[config.mk]
export PLATFORM = sky130hd
export DESIGN_NAME = pe_tree_accumulator
export DESIGN_NICKNAME = d
export VERILOG_FILES = /design/src/rtl/pe_tree_accumulator.sv
export SDC_FILE = /design/constraint.sdc
export NUM_CORES = 1
export LEC_CHECK = 0
export CAP_MARGIN = 20
export CORE_ASPECT_RATIO = 0.7
export CORE_MARGIN = 2
export CORE_UTILIZATION = 60
export DETAILED_ROUTE_END_ITERATION = 6
export HOLD_SLACK_MARGIN = 0.15
export PLACE_DENSITY = 0.8
export SLEW_MARGIN = 20
export SYNTH_ARGS = -nofsm -noshare
export SYNTH_HDL_FRONTEND = slang
export SYNTH_SLANG_ARGS = --single-unit
[constraint.sdc]
create_clock -name clk -period 3.42 [get_ports clk]
set_input_delay 0.684 -clock clk [delete_from_list [all_inputs] [get_ports clk]]
set_output_delay 0.684 -clock clk [all_outputs]
set_load 0.1 [all_outputs]
[src/rtl/pe_tree_accumulator.sv]
// pe_tree_accumulator
// Sink-side companion to the pipelined ternary adder tree. A valid/last delay
// line follows each operand set through the tree, successive tree outputs are
// summed into one dot-product result per vector, and finished results wait in
// a small first-word-fall-through FIFO for the PE output stage.
// Optional build macro: PE_ACC_SAT_EN (saturating accumulation instead of
// two's complement wrap).

module pe_tree_accumulator #(
   parameter int TREE_NUM   = 5,
   parameter int IN_SIZE    = 7,
   parameter int ACC_SIZE   = 24,
   parameter int FIFO_DEPTH = 4
) (
   input  logic                clk,
   input  logic                rst,
   input  logic                in_valid,
   input  logic                in_last,
   input  logic [IN_SIZE-1:0]  tree_dout,
   output logic [ACC_SIZE-1:0] out_data,
   output logic                out_valid,
   input  logic                out_ready,
   output logic                overflow_err,
   output logic                busy
);

   // Each tree level collapses up to three operands into one, so the depth
   // is the number of divide-by-three steps needed to reach a single node.
   function automatic int tree_lat(input int n);
      int levels;
      int remaining;
      levels    = 1;
      remaining = n;
      while (remaining > 3) begin
         remaining = (remaining + 2) / 3;
         levels    = levels + 1;
      end
      return levels;
   endfunction

   localparam int LAT   = tree_lat(TREE_NUM);
   localparam int PTR_W = (FIFO_DEPTH > 1) ? $clog2(FIFO_DEPTH) : 1;
   localparam int CNT_W = PTR_W + 1;

   logic [LAT-1:0]      dl_valid;
   logic [LAT-1:0]      dl_last;
   logic                arr_valid;
   logic                arr_last;

   logic [ACC_SIZE-1:0] acc;
   logic                acc_empty;
   logic [ACC_SIZE-1:0] acc_base;
   logic [ACC_SIZE-1:0] din_ext;
   logic [ACC_SIZE-1:0] acc_next;

   logic [ACC_SIZE-1:0] mem [FIFO_DEPTH];
   logic [PTR_W-1:0]    wr_ptr;
   logic [PTR_W-1:0]    rd_ptr;
   logic [CNT_W-1:0]    count;
   logic                push;
   logic                pop;
   logic                full;
   logic                push_ok;

   // Shift the operand-set markers alongside the tree so the tap lines up
   // with tree_dout; a last flag without its valid is discarded on entry.
   always_ff @(posedge clk) begin
      if (rst) begin
         dl_valid <= '0;
         dl_last  <= '0;
      end else begin
         dl_valid[0] <= in_valid;
         dl_last[0]  <= in_valid & in_last;
         for (int i = 1; i < LAT; i++) begin
            dl_valid[i] <= dl_valid[i-1];
            dl_last[i]  <= dl_last[i-1];
         end
      end
   end

   assign arr_valid = dl_valid[LAT-1];
   assign arr_last  = dl_last[LAT-1];

   // Running sum including the arriving tree output; an empty accumulator
   // contributes zero so a new vector starts cleanly without an idle cycle.
   always_comb begin
      acc_base = acc_empty ? '0 : acc;
      din_ext  = ACC_SIZE'($signed(tree_dout));
      acc_next = '0;
`ifdef PE_ACC_SAT_EN
      begin : sat_add
         logic [ACC_SIZE:0] wide_sum;
         wide_sum = {acc_base[ACC_SIZE-1], acc_base} + {din_ext[ACC_SIZE-1], din_ext};
         if (wide_sum[ACC_SIZE] != wide_sum[ACC_SIZE-1]) begin
            if (wide_sum[ACC_SIZE]) begin
               acc_next = {1'b1, {(ACC_SIZE-1){1'b0}}};
            end else begin
               acc_next = {1'b0, {(ACC_SIZE-1){1'b1}}};
            end
         end else begin
            acc_next = wide_sum[ACC_SIZE-1:0];
         end
      end
`else
      acc_next = acc_base + din_ext;
`endif
   end

   // Fold arriving tree outputs into the accumulator; the last set of a
   // vector hands its sum to the FIFO and leaves the accumulator empty.
   always_ff @(posedge clk) begin
      if (rst) begin
         acc       <= '0;
         acc_empty <= 1'b1;
      end else if (arr_valid) begin
         if (arr_last) begin
            acc       <= '0;
            acc_empty <= 1'b1;
         end else begin
            acc       <= acc_next;
            acc_empty <= 1'b0;
         end
      end
   end

   // A push into a full FIFO only fits if the head leaves in the same cycle.
   always_comb begin
      push    = arr_valid & arr_last;
      pop     = out_valid & out_ready;
      full    = (count == CNT_W'(FIFO_DEPTH));
      push_ok = push & (~full | pop);
   end

   // Result FIFO storage, pointers and occupancy; a refused push is
   // remembered in the sticky overflow flag until the next reset.
   always_ff @(posedge clk) begin
      if (rst) begin
         wr_ptr       <= '0;
         rd_ptr       <= '0;
         count        <= '0;
         overflow_err <= 1'b0;
         for (int i = 0; i < FIFO_DEPTH; i++) begin
            mem[i] <= '0;
         end
      end else begin
         if (push_ok) begin
            mem[wr_ptr] <= acc_next;
            wr_ptr      <= wr_ptr + PTR_W'(1);
         end
         if (pop) begin
            rd_ptr <= rd_ptr + PTR_W'(1);
         end
         case ({push_ok, pop})
            2'b10:   count <= count + CNT_W'(1);
            2'b01:   count <= count - CNT_W'(1);
            default: count <= count;
         endcase
         if (push && !push_ok) begin
            overflow_err <= 1'b1;
         end
      end
   end

   // Head entry is presented straight from storage, and busy covers every
   // place a vector can still be in progress.
   always_comb begin
      out_data  = mem[rd_ptr];
      out_valid = (count != '0);
      busy      = (|dl_valid) | ~acc_empty | (count != '0);
   end

endmodule

==> metrics.yaml <==
synthesis:
  async_flop_share: 0
  yosysWarnings: 0
  syn-cell-area_um2: 6812
  syn_avg_cell_area_um2: 11.47
  ys_seq_area_frac: 0.5378
  synth-main-ff-cell: "edfxtp_1"
  synth-edff-count: 96
  syn_nets: 631
  syn_inst: 594
  ys_types: 59
  ys_ff_latch: 135
cts:
  cts_resized: 0
  cts_setup_buffers: 0
  clk_pin_slew_ns: 0.07
  htreeDepth: 4
  cts_tree: "done"
  cts.path.max_buffers: 2
  postCtsHoldBufs: 0
  cts_buffers: 17
  clk_latency_ns: 0.42
  clock_sinks: 135
  cts_root_buf: "clkbuf_16"
route:
  avgViaCountPerCell: 5.988
  drt-initial-drc-count: 555
  vias: 4922
  wire_per_inst_um: 19.08
  drt-total-wl_um: 15680
  postRouteAntennaNets: 0
  drc: 0
  first_pass_iters: 5
floorplanning:
  die-area_um2: 12230
  die_w_um: 131.4
  core-area_um2: 11050
  rows: 32
  start_util: 0.6164
  io_pins: 39
  die_y_um: 93.15
job:
  maxCapViolations: 0
global_routing:
  grt_pass1_vias: 4857
  grt_remaining_overflow: 0
  grt_max_degree: 28
  grt_usage: 0.2710
  grt_pass1_wl_um: 25010
  antenna_found_initial: 0
worst_setup_path:
  slowest_delay_ns: 0.42
  critPathSlowestCell: "fa_1"
  end_kind: "register"
  startpoint: "tree_dout[0]"
  crit_type: "primary input to register"
  worst_path_most_repeated_cell: "nor2_1"
  cp_top_family: "compound AO/OA/AOI/OAI gates"
  crit_buf_inv: 1
  r2r_start: "acc_empty"
  worstPathArrival_ns: 3.30
  start_kind: "primary input"
  cp.required_ns: 3.58
  crit_chain: "clkdlybuf4s50_1 > ha_1 > fa_1 > a21oi_1 > nor2_1 > o31ai_4 > nand3_1 > a211oi_2 > xor2_2 > nor2_1"
  cp_max_fo: 5
timing:
  finalMaxSlewViolations: 0
  hold_viol: 0
  setup_tns_ns: 0
  fin_crit_sh: 0.9191
  max_slew_margin: 0.3525
  clock_skew_ns: 0.01190
  clock.fmax_ghz: 0.3181
  setup_viol: 0
  fin_crit_ns: 3.143
  tightest_slew_ns: 0.9683
  grt_setup_unrepaired: "false"
place:
  placed_area_um2: 7739
  io_buffer_count: 38
  placedCellCount: 790
  routabilityCongestion: 0.8972
  hpwl_um: 10030
pwr:
  seq_power_share: 0.387
  switching_share: 0.3258
  ir_drop_uv: 373.7
  switchingPower_mw: 1.559
  power_density_nw_per_um2: 574.7
  power_leakage_nw: 3.130
  comb_power_share: 0.230
  power_frac_clock: 0.383
  internal_power_mw: 3.225
finish:
  design_area_um2: 8324
  syn2layout_area_growth_pct: 22.21
  drive_above_1_share: 0.2317
  nNetsFinal: 693
  layout.cells.non_filler: 822
  num_antenna_cells: 0
min_path:
  hp-class: "register to register"
  min_from: "acc[23]"
outcome:
  status: "finished clean"
[power by group through the flow]
stage                     clock [mW]  combinational, mW  sequential [mW]
final                           1.83               1.10             1.85
after global placement             0               1.09             1.88
after CTS                       1.84               1.11             1.85
after floorplan                    0              0.757             1.87
after global routing            1.91               1.16             1.86
after detailed placement           0               1.10             1.88
[cell type report]
cell class,count,area (µm²)
clock inverter,15,160.2
clock buffer,17,425.4
sequential,135,3664
inverter,8,30.03
timing repair buffer,79,929.6
tap,153,191.4
multi-input combinational,415,2924
fill,704,2726
[cells in the mapped netlist, types with 11 or more instances]
cell type    n  area [µm²]
dfxtp_1     39       780.8
ha_1        23       287.8
a21oi_1     24       120.1
edfxtp_1    96        2883
nand2_1     37       138.9
xor2_1      14       122.6
nand3_1     12       60.06
nor2_2      20       125.1
nor2b_1     31       193.9
o21ai_0     23       115.1
mux4_2      24       540.5
nor2_1     108       405.4
xnor2_1     11       96.34
clkbuf_1    20       75.07
[sequential cells by signal (all words and copies together) (netlist names), named ones only]
signal        count
rd_ptr            2
mem              96
overflow_err      1
dl_valid          2
acc_empty         1
wr_ptr            2
dl_last           2
count             3
acc              24
[per-layer routing]
layer / wire, µm / up-vias / global-route usage
met5: 0 / - / 0
met4: 249 / 0 / 0.09601
met3: 1379 / 22 / 0.06233
met2: 7226 / 248 / 0.4268
met1: 6828 / 2385 / 0.3759
li1: - / 2267 / -
[final timing paths]
check | endpoint | slack, ns | cells after the start
setup reg to reg | mem[0][20] | 0.49 | 10
hold / removal | acc[23] | 0.45 | 2
setup / recovery | mem[0][20] | 0.28 | 10
hold reg to reg | acc[23] | 0.45 | 2
[per-stage QoR]
| step | power [mW] | hold slack, ns | util | setup slack, ns |
|---|---|---|---|---|
| 2_1_floorplan | 2.628 | 0.4138 | - | 0.5300 |
| 3_3_place_gp | 2.965 | 0.4183 | 0.6993 | 0.02409 |
| 3_5_place_dp | 2.984 | 0.4374 | 0.7003 | -0.05411 |
| 4_1_cts | 4.796 | 0.4497 | 0.7533 | 0.3078 |
| 5_1_grt | 4.929 | 0.4578 | 0.7533 | 0.1574 |
| 6_report | 4.784 | 0.4456 | 0.7533 | 0.2768 |
[cells by family (layout without fill, tap and decap cells)]
family          after synthesis  in the layout  share of synthesized area
fa+ha+maj                    25             25                    0.04813
mux                          30             30                    0.08817
compound gates               89             89                    0.08468
xor+xnor                     26             26                    0.03453
simple gates                245            245                     0.1738
buf+inv                      44            119                    0.03288
flops                       135            135                     0.5378
[layout by cell type, fill, tap and decap left out, types with 5 or more instances in the layout]
master / n
buf_12: 24
xnor2_1: 11
nor2_1: 108
ha_1: 23
xor2_1: 14
nand2_1: 37
clkdlybuf4s50_1: 13
nor3_1: 8
nor2_2: 20
nor2b_1: 31
nand3_1: 12
buf_4: 41
o21ai_1: 6
edfxtp_1: 96
clkbuf_16: 17
o21ai_0: 23
inv_1: 8
inv_6: 5
dfxtp_1: 39
mux2i_1: 6
mux4_2: 24
a21oi_1: 24
or3_1: 5
[worst min-delay path, cell delays in order (launching register included)]
cell and delay [ns]:
dfxtp_1 0.31, nand2_1 0.04, o21ai_1 0.05
Power figures use the tool's default switching activity.
